$ cat config.mk
export PLATFORM = sky130hd
export DESIGN_NAME = screen_mem_arbiter
export DESIGN_NICKNAME = d
export VERILOG_FILES = /design/src/rtl/screen_mem_arbiter_pkg.sv /design/src/rtl/screen_mem_arbiter_sat_wait_counter.sv /design/src/rtl/screen_mem_arbiter.sv
export SDC_FILE = /design/constraint.sdc
export NUM_CORES = 1
export LEC_CHECK = 0
export ABC_CLOCK_PERIOD_IN_PS = 2600
export CAP_MARGIN = 25
export CORE_UTILIZATION = 35
export DETAILED_ROUTE_END_ITERATION = 8
export PLACE_DENSITY = 0.81
export SLEW_MARGIN = 20
export SYNTH_ARGS = -nofsm -noshare
export SYNTH_HDL_FRONTEND = slang
export SYNTH_HIERARCHICAL = 1
export SYNTH_SLANG_ARGS = --single-unit
$ cat constraint.sdc
create_clock -name pixel_clock -period 2.6 [get_ports pixel_clock]
set_input_delay 0.52 -clock pixel_clock [delete_from_list [all_inputs] [get_ports pixel_clock]]
set_output_delay 0.52 -clock pixel_clock [all_outputs]
set_load 0.005 [all_outputs]
$ cat src/rtl/screen_mem_arbiter_pkg.sv
// Shared constants and types for the Hack screen RAM arbiter.
package screen_mem_arbiter_pkg;

   // Default geometry of the 8K x 16 Hack screen memory.
   localparam int SCREEN_ADDR_W = 13;
   localparam int SCREEN_DATA_W = 16;

   // Owner of the access issued in the previous cycle.
   localparam logic [1:0] OWN_NONE = 2'd0;
   localparam logic [1:0] OWN_VGA  = 2'd1;
   localparam logic [1:0] OWN_CPU  = 2'd2;

   // Priority FSM states.
   localparam logic PRIO_VGA = 1'b0;
   localparam logic PRIO_CPU = 1'b1;

   // Response stage: who owns the RAM read data next cycle, and whether it was a read.
   typedef struct packed {
      logic [1:0] owner;
      logic       is_read;
   } resp_t;

   // Bits needed to hold a counter value in 0..max.
   function automatic int cnt_width(input int max);
      return (max < 1) ? 1 : $clog2(max + 1);
   endfunction

endpackage

$ cat src/rtl/screen_mem_arbiter_sat_wait_counter.sv
// Counts consecutive cycles a requester is pending without a grant, saturating at MAX.
module sat_wait_counter
   import screen_mem_arbiter_pkg::*;
#(
   parameter  int MAX = 8,
   localparam int CW  = cnt_width(MAX)
)(
   input  logic          pixel_clock,
   input  logic          reset,
   input  logic          pending,
   input  logic          granted,
   output logic [CW-1:0] count,
   output logic          at_max
);

   // Wait counter: clears on grant or when the request drops, otherwise counts up to MAX.
   always_ff @(posedge pixel_clock) begin
      // NOTE: non-blocking assignment so every flop samples pre-edge values; blocking here would race other always_ff blocks.
      if (reset) begin
         count <= '0;
      end else if (!pending || granted) begin
         count <= '0;
      end else if (count != CW'(MAX)) begin
         count <= count + 1'b1;
      end
   end

   assign at_max = (count == CW'(MAX));

endmodule

$ cat src/rtl/screen_mem_arbiter.sv
// Arbitrates the single-port Hack screen RAM between the VGA fetch path and the CPU.
// VGA has default priority; CPU aging forces a CPU slot after CPU_MAX_WAIT losses.
module screen_mem_arbiter
   import screen_mem_arbiter_pkg::*;
#(
   parameter int ADDR_W       = SCREEN_ADDR_W,
   parameter int DATA_W       = SCREEN_DATA_W,
   parameter int CPU_MAX_WAIT = 8,
   parameter int VGA_DEADLINE = 4
)(
   input  logic              pixel_clock,
   input  logic              reset,
   input  logic              vga_req,
   input  logic [ADDR_W-1:0] vga_addr,
   output logic              vga_gnt,
   output logic [DATA_W-1:0] vga_rdata,
   output logic              vga_rvalid,
   input  logic              cpu_req,
   input  logic              cpu_we,
   input  logic [ADDR_W-1:0] cpu_addr,
   input  logic [DATA_W-1:0] cpu_wdata,
   output logic              cpu_gnt,
   output logic              cpu_ack,
   output logic [DATA_W-1:0] cpu_rdata,
   output logic              vga_miss,
   output logic [ADDR_W-1:0] ram_addr,
   output logic              ram_we,
   output logic [DATA_W-1:0] ram_wdata,
   input  logic [DATA_W-1:0] ram_rdata
);

   localparam int CPU_CW = cnt_width(CPU_MAX_WAIT);
   localparam int VGA_CW = cnt_width(VGA_DEADLINE);

   logic              r_prio;
   resp_t             r_resp;
   logic [ADDR_W-1:0] r_ram_addr;
   logic [DATA_W-1:0] r_vga_rdata;
   logic [DATA_W-1:0] r_cpu_rdata;
   logic              r_vga_miss;

   logic              w_vga_win;
   logic              w_cpu_win;
   logic              w_cpu_age;
   logic              w_vga_hit;
   logic              w_cpu_load;
   logic              w_cpu_at_max;
   logic              w_vga_at_max;
   logic [CPU_CW-1:0] w_cpu_wait;
   logic [VGA_CW-1:0] w_vga_wait;

   sat_wait_counter #(.MAX(CPU_MAX_WAIT)) u_cpu_wait (
      .pixel_clock (pixel_clock),
      .reset       (reset),
      .pending     (cpu_req),
      .granted     (w_cpu_win),
      .count       (w_cpu_wait),
      .at_max      (w_cpu_at_max)
   );

   sat_wait_counter #(.MAX(VGA_DEADLINE)) u_vga_wait (
      .pixel_clock (pixel_clock),
      .reset       (reset),
      .pending     (vga_req),
      .granted     (w_vga_win),
      .count       (w_vga_wait),
      .at_max      (w_vga_at_max)
   );

   // Slot winner for this cycle; no grant at all while in reset.
   always_comb begin
      // NOTE: defaults first so every path assigns every output; a missed branch would infer a latch.
      w_vga_win = 1'b0;
      w_cpu_win = 1'b0;
      if (!reset) begin
         if (r_prio == PRIO_CPU) begin
            w_cpu_win = cpu_req;
            w_vga_win = vga_req & ~cpu_req;
         end else begin
            w_vga_win = vga_req;
            w_cpu_win = cpu_req & ~vga_req;
         end
      end
   end

   assign vga_gnt = w_vga_win;
   assign cpu_gnt = w_cpu_win;

   // RAM request mux; an idle slot re-presents the last address and never writes.
   always_comb begin
      ram_addr  = r_ram_addr;
      ram_we    = 1'b0;
      ram_wdata = '0;
      if (reset) begin
         ram_addr = '0;
      end else if (w_vga_win) begin
         ram_addr = vga_addr;
      end else if (w_cpu_win) begin
         ram_addr = cpu_addr;
         ram_we   = cpu_we;
         if (cpu_we) begin
            ram_wdata = cpu_wdata;
         end
      end
   end

   // The counter hits its threshold at this edge, so the effect lands next cycle, never this one.
   assign w_cpu_age = cpu_req & ~w_cpu_win &
                      (w_cpu_at_max | (w_cpu_wait == CPU_CW'(CPU_MAX_WAIT - 1)));
   assign w_vga_hit = w_vga_at_max |
                      (vga_req & ~w_vga_win & (w_vga_wait == VGA_CW'(VGA_DEADLINE - 1)));

   // Priority FSM: age into PRIO_CPU, drop back once the CPU has had its slot.
   always_ff @(posedge pixel_clock) begin
      if (reset) begin
         r_prio <= PRIO_VGA;
      end else begin
         case (r_prio)
            PRIO_VGA: if (w_cpu_age) r_prio <= PRIO_CPU;
            PRIO_CPU: if (w_cpu_win) r_prio <= PRIO_VGA;
            default:  r_prio <= PRIO_VGA;
         endcase
      end
   end

   // Response stage and idle-address hold, captured at grant time.
   always_ff @(posedge pixel_clock) begin
      if (reset) begin
         r_resp     <= '{owner: OWN_NONE, is_read: 1'b0};
         r_ram_addr <= '0;
      end else begin
         r_ram_addr <= ram_addr;
         if (w_vga_win) begin
            r_resp <= '{owner: OWN_VGA, is_read: 1'b1};
         end else if (w_cpu_win) begin
            r_resp <= '{owner: OWN_CPU, is_read: ~cpu_we};
         end else begin
            r_resp <= '{owner: OWN_NONE, is_read: 1'b0};
         end
      end
   end

   assign vga_rvalid = ~reset & (r_resp.owner == OWN_VGA);
   assign cpu_ack    = ~reset & (r_resp.owner == OWN_CPU);
   assign w_cpu_load = cpu_ack & r_resp.is_read;
   assign vga_rdata  = reset ? '0 : (vga_rvalid ? ram_rdata : r_vga_rdata);
   assign cpu_rdata  = reset ? '0 : (w_cpu_load ? ram_rdata : r_cpu_rdata);

   // Read-data hold registers and the sticky deadline-miss flag.
   always_ff @(posedge pixel_clock) begin
      if (reset) begin
         r_vga_rdata <= '0;
         r_cpu_rdata <= '0;
         r_vga_miss  <= 1'b0;
      end else begin
         r_vga_rdata <= vga_rdata;
         r_cpu_rdata <= cpu_rdata;
         r_vga_miss  <= r_vga_miss | w_vga_hit;
      end
   end

   assign vga_miss = r_vga_miss;

endmodule
* After elaboration in Yosys (flattened, before gate mapping)
Index checks and enable logic that the tools add are counted.
** Word-level totals
- Flip-flop bits (word level) :: 57
- Input port bits :: 63
- Word-level logic and storage cells :: 69
** Cells by class
- Add/subtract/negate cells :: 2
- Equality and inequality tests :: 8
- Muxes and demuxes :: 23
- Bitwise gates (word level) :: 19
- Reductions and logical operators :: 7
** Operators with widths (number)
- 2-to-1 mux 16 bit :: 8
- 2-to-1 mux 13 bit :: 3
- AND 1 bit :: 9
- 2-to-1 mux 1 bit :: 9
- inverter 1 bit :: 7
- OR reduction 2 bit :: 3
- adder 4 x 1 -> 4 bit, second input constant :: 1
- == test 4 x 3 -> 1 bit, second input constant :: 1
- == test 4 bit, second input constant :: 1
- inequality test 4 bit, second input constant :: 1
- adder 3 x 1 -> 3 bit, second input constant :: 1
- == test 3 x 2 -> 1 bit, second input constant :: 1
- == test 3 bit, second input constant :: 1
- 2-to-1 mux 3 bit :: 1
- inequality test 3 bit, second input constant :: 1
- OR 1 bit :: 3
- == test 2 x 1 -> 1 bit, second input constant :: 1
- == test 2 bit, second input constant :: 1
- logical NOT 1 bit :: 2
- logical OR 1 bit :: 2
- 2-to-1 mux 2 bit :: 1
- case mux 1 bit (2 select lines) :: 1

* Longest topological paths before layout
- Depth after elaboration :: 9
- Mapped depth :: 6
- Depth with buffers taken out :: 5

* Hierarchy
Netlist, hierarchy kept.
** By module, submodules not included
- screen_mem_arbiter :: instances 1, cells each 292, area each 2284.7 µm²
- sat_wait_counter (u_cpu_wait) :: instances 1, cells each 20, area each 200.2 µm²
- sat_wait_counter (u_vga_wait) :: instances 1, cells each 18, area each 170.2 µm²

* Least setup slack after synthesis
Ideal clock, no wire load.
- Path kind :: input-to-output
- Start :: in vga_req
- End :: out ram_addr[10]
- Arrival :: 1.498 ns
- Required time :: 2.080 ns
- Path slack :: 0.582 ns
- Stages on the path :: 5
- Path buffers :: 1
- Cell sequence :: nor2b_1 > nor3b_4 > buf_6 > mux2i_1 > o21ai_1
** On the way
- Cells in the longest elaborated chain, start to end :: 7
- Elaborated cells between the ends (all ways) :: 10
** Ends and longest elaborated chain
- start: declaration :: RTL line screen_mem_arbiter.sv:13 : input logic vga_req,
- inverter 1 bit :: RTL line screen_mem_arbiter.sv:81 : w_cpu_win = cpu_req & ~vga_req;
- AND 1 bit :: RTL line screen_mem_arbiter.sv:81
- 2-to-1 mux 1 bit :: RTL line screen_mem_arbiter.sv:76 : if (r_prio == PRIO_CPU) begin
- 2-to-1 mux 1 bit :: RTL line screen_mem_arbiter.sv:75 : if (!reset) begin
- 2-to-1 mux 13 bit :: RTL line screen_mem_arbiter.sv:98 : end else if (w_cpu_win) begin
- 2-to-1 mux 13 bit (*) :: RTL line screen_mem_arbiter.sv:96 : end else if (w_vga_win) begin
- 2-to-1 mux 13 bit (*) :: RTL line screen_mem_arbiter.sv:94 : if (reset) begin
- end: declaration :: RTL line screen_mem_arbiter.sv:26 : output logic [ADDR_W-1:0] ram_addr,
Mark *: on every way between the ends. The rest lies on a longest branch, timed or not.

* Worst setup path in the final report
- Start :: in vga_req
- End :: out ram_addr[6]
The elaborated chain is that of the path after synthesis.

==> impl_metrics.yaml <==
timing:
  finalSetupViolations: 0
  fmax_mhz: 394
  fin_setup_tns_ps: 0
  worst_hold_slack_ps: 465
  finalCriticalPeriod_ps: 2540
  worst_pin_slew_ps: 345
  finalHoldViolations: 0
  slew_headroom_pct: 77.0
  period_share_pct: 97.5
  slew_violations: 0
  clock_skew_ps: 7.89
worst_setup_path:
  startpoint_type: "input port"
  r2r_cells: 8
  crit_arrival_ps: 2020
  regToRegSetupSlack_ps: 980
  required_ps: 2080
  end_kind: "output port"
  r2r-end: "r_ram_addr[6]"
  cp_max_fo: 6
  worstReg2RegStart: "r_prio"
  critPathKind: "input port to output port"
clock_network:
  htreeDepth: 3
  cts_buffers: 9
  cts_root_buffer: "clkbuf_8"
  clkSinkCount: 57
  worstSkewPairLatency_ps: 340
  cts.path.max_buffers: 2
  cts_tree: "built"
  path_clk_slew_ps: 60
synthesis:
  yosys.area_share.simple_pct: 24.2
  synth_largest_area_cell: "dfxtp_1"
  synth_top_area_share_pct: 43.0
  yosys.area_share.xor_xnor_pct: 0.990
  yosys_warnings: 6
  netlist_instances: 330
  yosys.area_share.adder_pct: 1.89
  seq_area_frac_synth_pct: 43.0
  synth.area.top_cells: "dfxtp_1 43%, nand2_1 8.6%, o21ai_0 7.4%"
  synth_compound_area_share_pct: 19.2
  synth_seq_cells: 57
  syn_avg_cell_area_um2: 8.05
  syn_area_um2: 2660
  synth_top_family_by_area: "simple AND/OR/NAND/NOR gates"
  syn_nets: 397
  synth_cell_types: 36
  synth_mux_area_share_pct: 5.28
detailed_routing:
  vias: 2849
  drt-initial-drc-count: 79
  first_pass_iters: 4
  ant_nets: 0
  drc: 0
  postRouteWirelength_um: 8390
  wl_per_cell_um: 14.5
  vias_per_cell: 4.92
power_and_ir_drop:
  ir_drop_uv: 436
  p_per_area_nw_per_um2: 502
  comb_power_share_pct: 16.2
  power_leakage_nw: 1.99
  p_int_w: 0.00183
  p_sw_w: 0.000512
  clkPwrFrac_pct: 44.4
  power_frac_seq_pct: 39.5
  p_sw_share_pct: 21.9
global_route:
  antenna_found_initial: 0
  grt_pass1_vias: 2706
  grt_max_degree: 53
  grt_overflow_total: 0
  grt_usage_pct: 20.9
  grt_pass1_wl_um: 12400
place:
  dp_hpwl_um: 5770
  routabilityCongestion: 0.741
  numPortBuffers: 129
  placedCellCount: 550
floorplanning:
  core-area_um2: 7290
  die_w_um: 89.1
  io_pins: 130
  start_util_pct: 36.4
  fp.dieH_um: 89.1
  rows: 31
  die_area_um2: 7940
hold_path:
  min_path_cells: 2
  min_from: "r_vga_rdata[1]"
  holdPathEnd: "r_vga_rdata[1]"
  min_path_type: "flop to flop"
final_layout:
  num-nets-final: 542
  fillerInstances: 635
  area_growth_pct: 75.8
  final_util_pct: 64.0
  drive_gt1_share_pct: 14.4
  antenna_cells: 0
  instances_no_fill: 579
run_status:
  status: "finished, final reports clean"
run:
  maxCapViolCount: 0
-- state kept, by name (all words and copies together) (netlist names) --
register / flops
u_vga_wait/count: 3
vga_miss: 1
u_cpu_wait/count: 4
r_cpu_rdata: 16
r_vga_rdata: 16
r_resp: 3
r_prio: 1
r_ram_addr: 13
-- cell families after synthesis --
kind of cell,after synthesis
simple gates,124
compound gates,99
flops,57
buf+inv,29
mux,14
fa+ha+maj,4
xor+xnor,3
-- per-stage QoR --
stage	area, µm²	setup slack (ps)	total power [W]
floorplan	2660	582	0.00106
global placement	4140	-326	0.00127
detailed placement	4140	-422	0.00128
CTS	4540	-155	0.00234
global route	4670	-11.9	0.00244
finish	4670	64.2	0.00234
-- power by group through the flow --
stage / sequential, W / combinational (W) / clock [W]
2_1_floorplan: 0.000935 / 0.000129 / 0
3_3_place_gp: 0.000937 / 0.000335 / 0
3_5_place_dp: 0.000938 / 0.000343 / 0
4_1_cts: 0.000920 / 0.000360 / 0.00106
5_1_grt: 0.000926 / 0.000410 / 0.00110
6_report: 0.000924 / 0.000379 / 0.00104
-- metal layers --
metal | part of all wire [%] | vias up | GRT usage, %
met3 | 10 | 13 | 8.49
met2 | 52 | 130 | 37.4
li1 | - | 1421 | -
met4 | 1.8 | 0 | 9.24
met5 | 0 | - | 0
met1 | 36 | 1285 | 21.5
-- area by class of cell --
type,count,area (µm²),share of cell area (%)
inverters,5,18.8,0.402
well taps,99,124,2.65
repair buffers,158,1620,34.8
multi-input cells,244,1500,32.2
clock buffers,12,155,3.32
clock inverters,4,98.8,2.12
flip-flops and latches,57,1140,24.5
-- Yosys cell counts --
library cell / instances
a21bo_2: 1
a21boi_1: 1
a21o_1: 2
a21oi_1: 35
and2_1: 3
and3_1: 16
and3b_1: 2
and4b_1: 1
buf_1: 1
buf_2: 6
buf_4: 2
buf_6: 2
clkbuf_1: 11
clkbuf_2: 1
clkbuf_4: 1
dfxtp_1: 57
ha_1: 4
inv_1: 5
mux2i_1: 14
nand2_1: 61
nand2b_1: 18
nand3_1: 3
nand4_1: 1
nor2_1: 6
nor2b_1: 5
nor3_2: 2
nor3b_1: 2
nor3b_4: 1
o211ai_1: 1
o21ai_0: 39
o21ai_1: 20
or2_1: 1
or3b_1: 1
or3b_4: 1
xnor2_1: 2
xor2_1: 1
-- worst max-delay path by stage --
| stage | start | endpoint | slack [ps] | cells after the start |
|---|---|---|---|---|
| 2_1_floorplan | vga_req | ram_addr[10] | 580 | 5 |
| 3_3_place_gp | vga_req | ram_addr[9] | -330 | 7 |
| 3_5_place_dp | vga_req | ram_addr[7] | -420 | 7 |
| 4_1_cts | vga_req | ram_addr[9] | -160 | 8 |
| 5_1_grt | vga_req | ram_addr[5] | -10 | 9 |
| 6_report | vga_req | ram_addr[6] | 60 | 9 |
-- placed cells by master, fill, tap and decap left out, drive strengths merged, types with 2 or more instances in the layout --
master	synthesis	routed
a21o	2	2
a21oi	35	35
and2	3	3
and3	16	16
and3b	2	2
buf	11	29
bufinv	0	3
clkbuf	13	14
clkdlybuf4s50	0	94
dfxtp	57	57
dlygate4sd2	0	26
dlymetal6s2s	0	6
ha	4	4
inv	5	5
mux2i	14	14
nand2	61	61
nand2b	18	18
nand3	3	3
nor2	6	6
nor2b	5	5
nor3	2	2
nor3b	3	3
o21ai	59	59
or3b	2	2
xnor2	2	2
-- critical path, cell delays in order --
cell,delay [ps]
clkbuf_2,110
nor2b_4,140
nor3b_4,230
buf_6,140
buf_4,120
buf_16,140
mux2i_2,270
o21ai_1,80
dlygate4sd2_1,260
-- what timing repair did --
item                                    in CTS  in global routing
endpoints found under the setup margin      43                 35
hold buffers                                 0                  0
gates resized for setup                     46                 24
pin swaps                                    1                  1
buffers inserted                             5                  5
gates cloned                                 3                  0
Note: power is estimated with default switching activity, not from simulation.
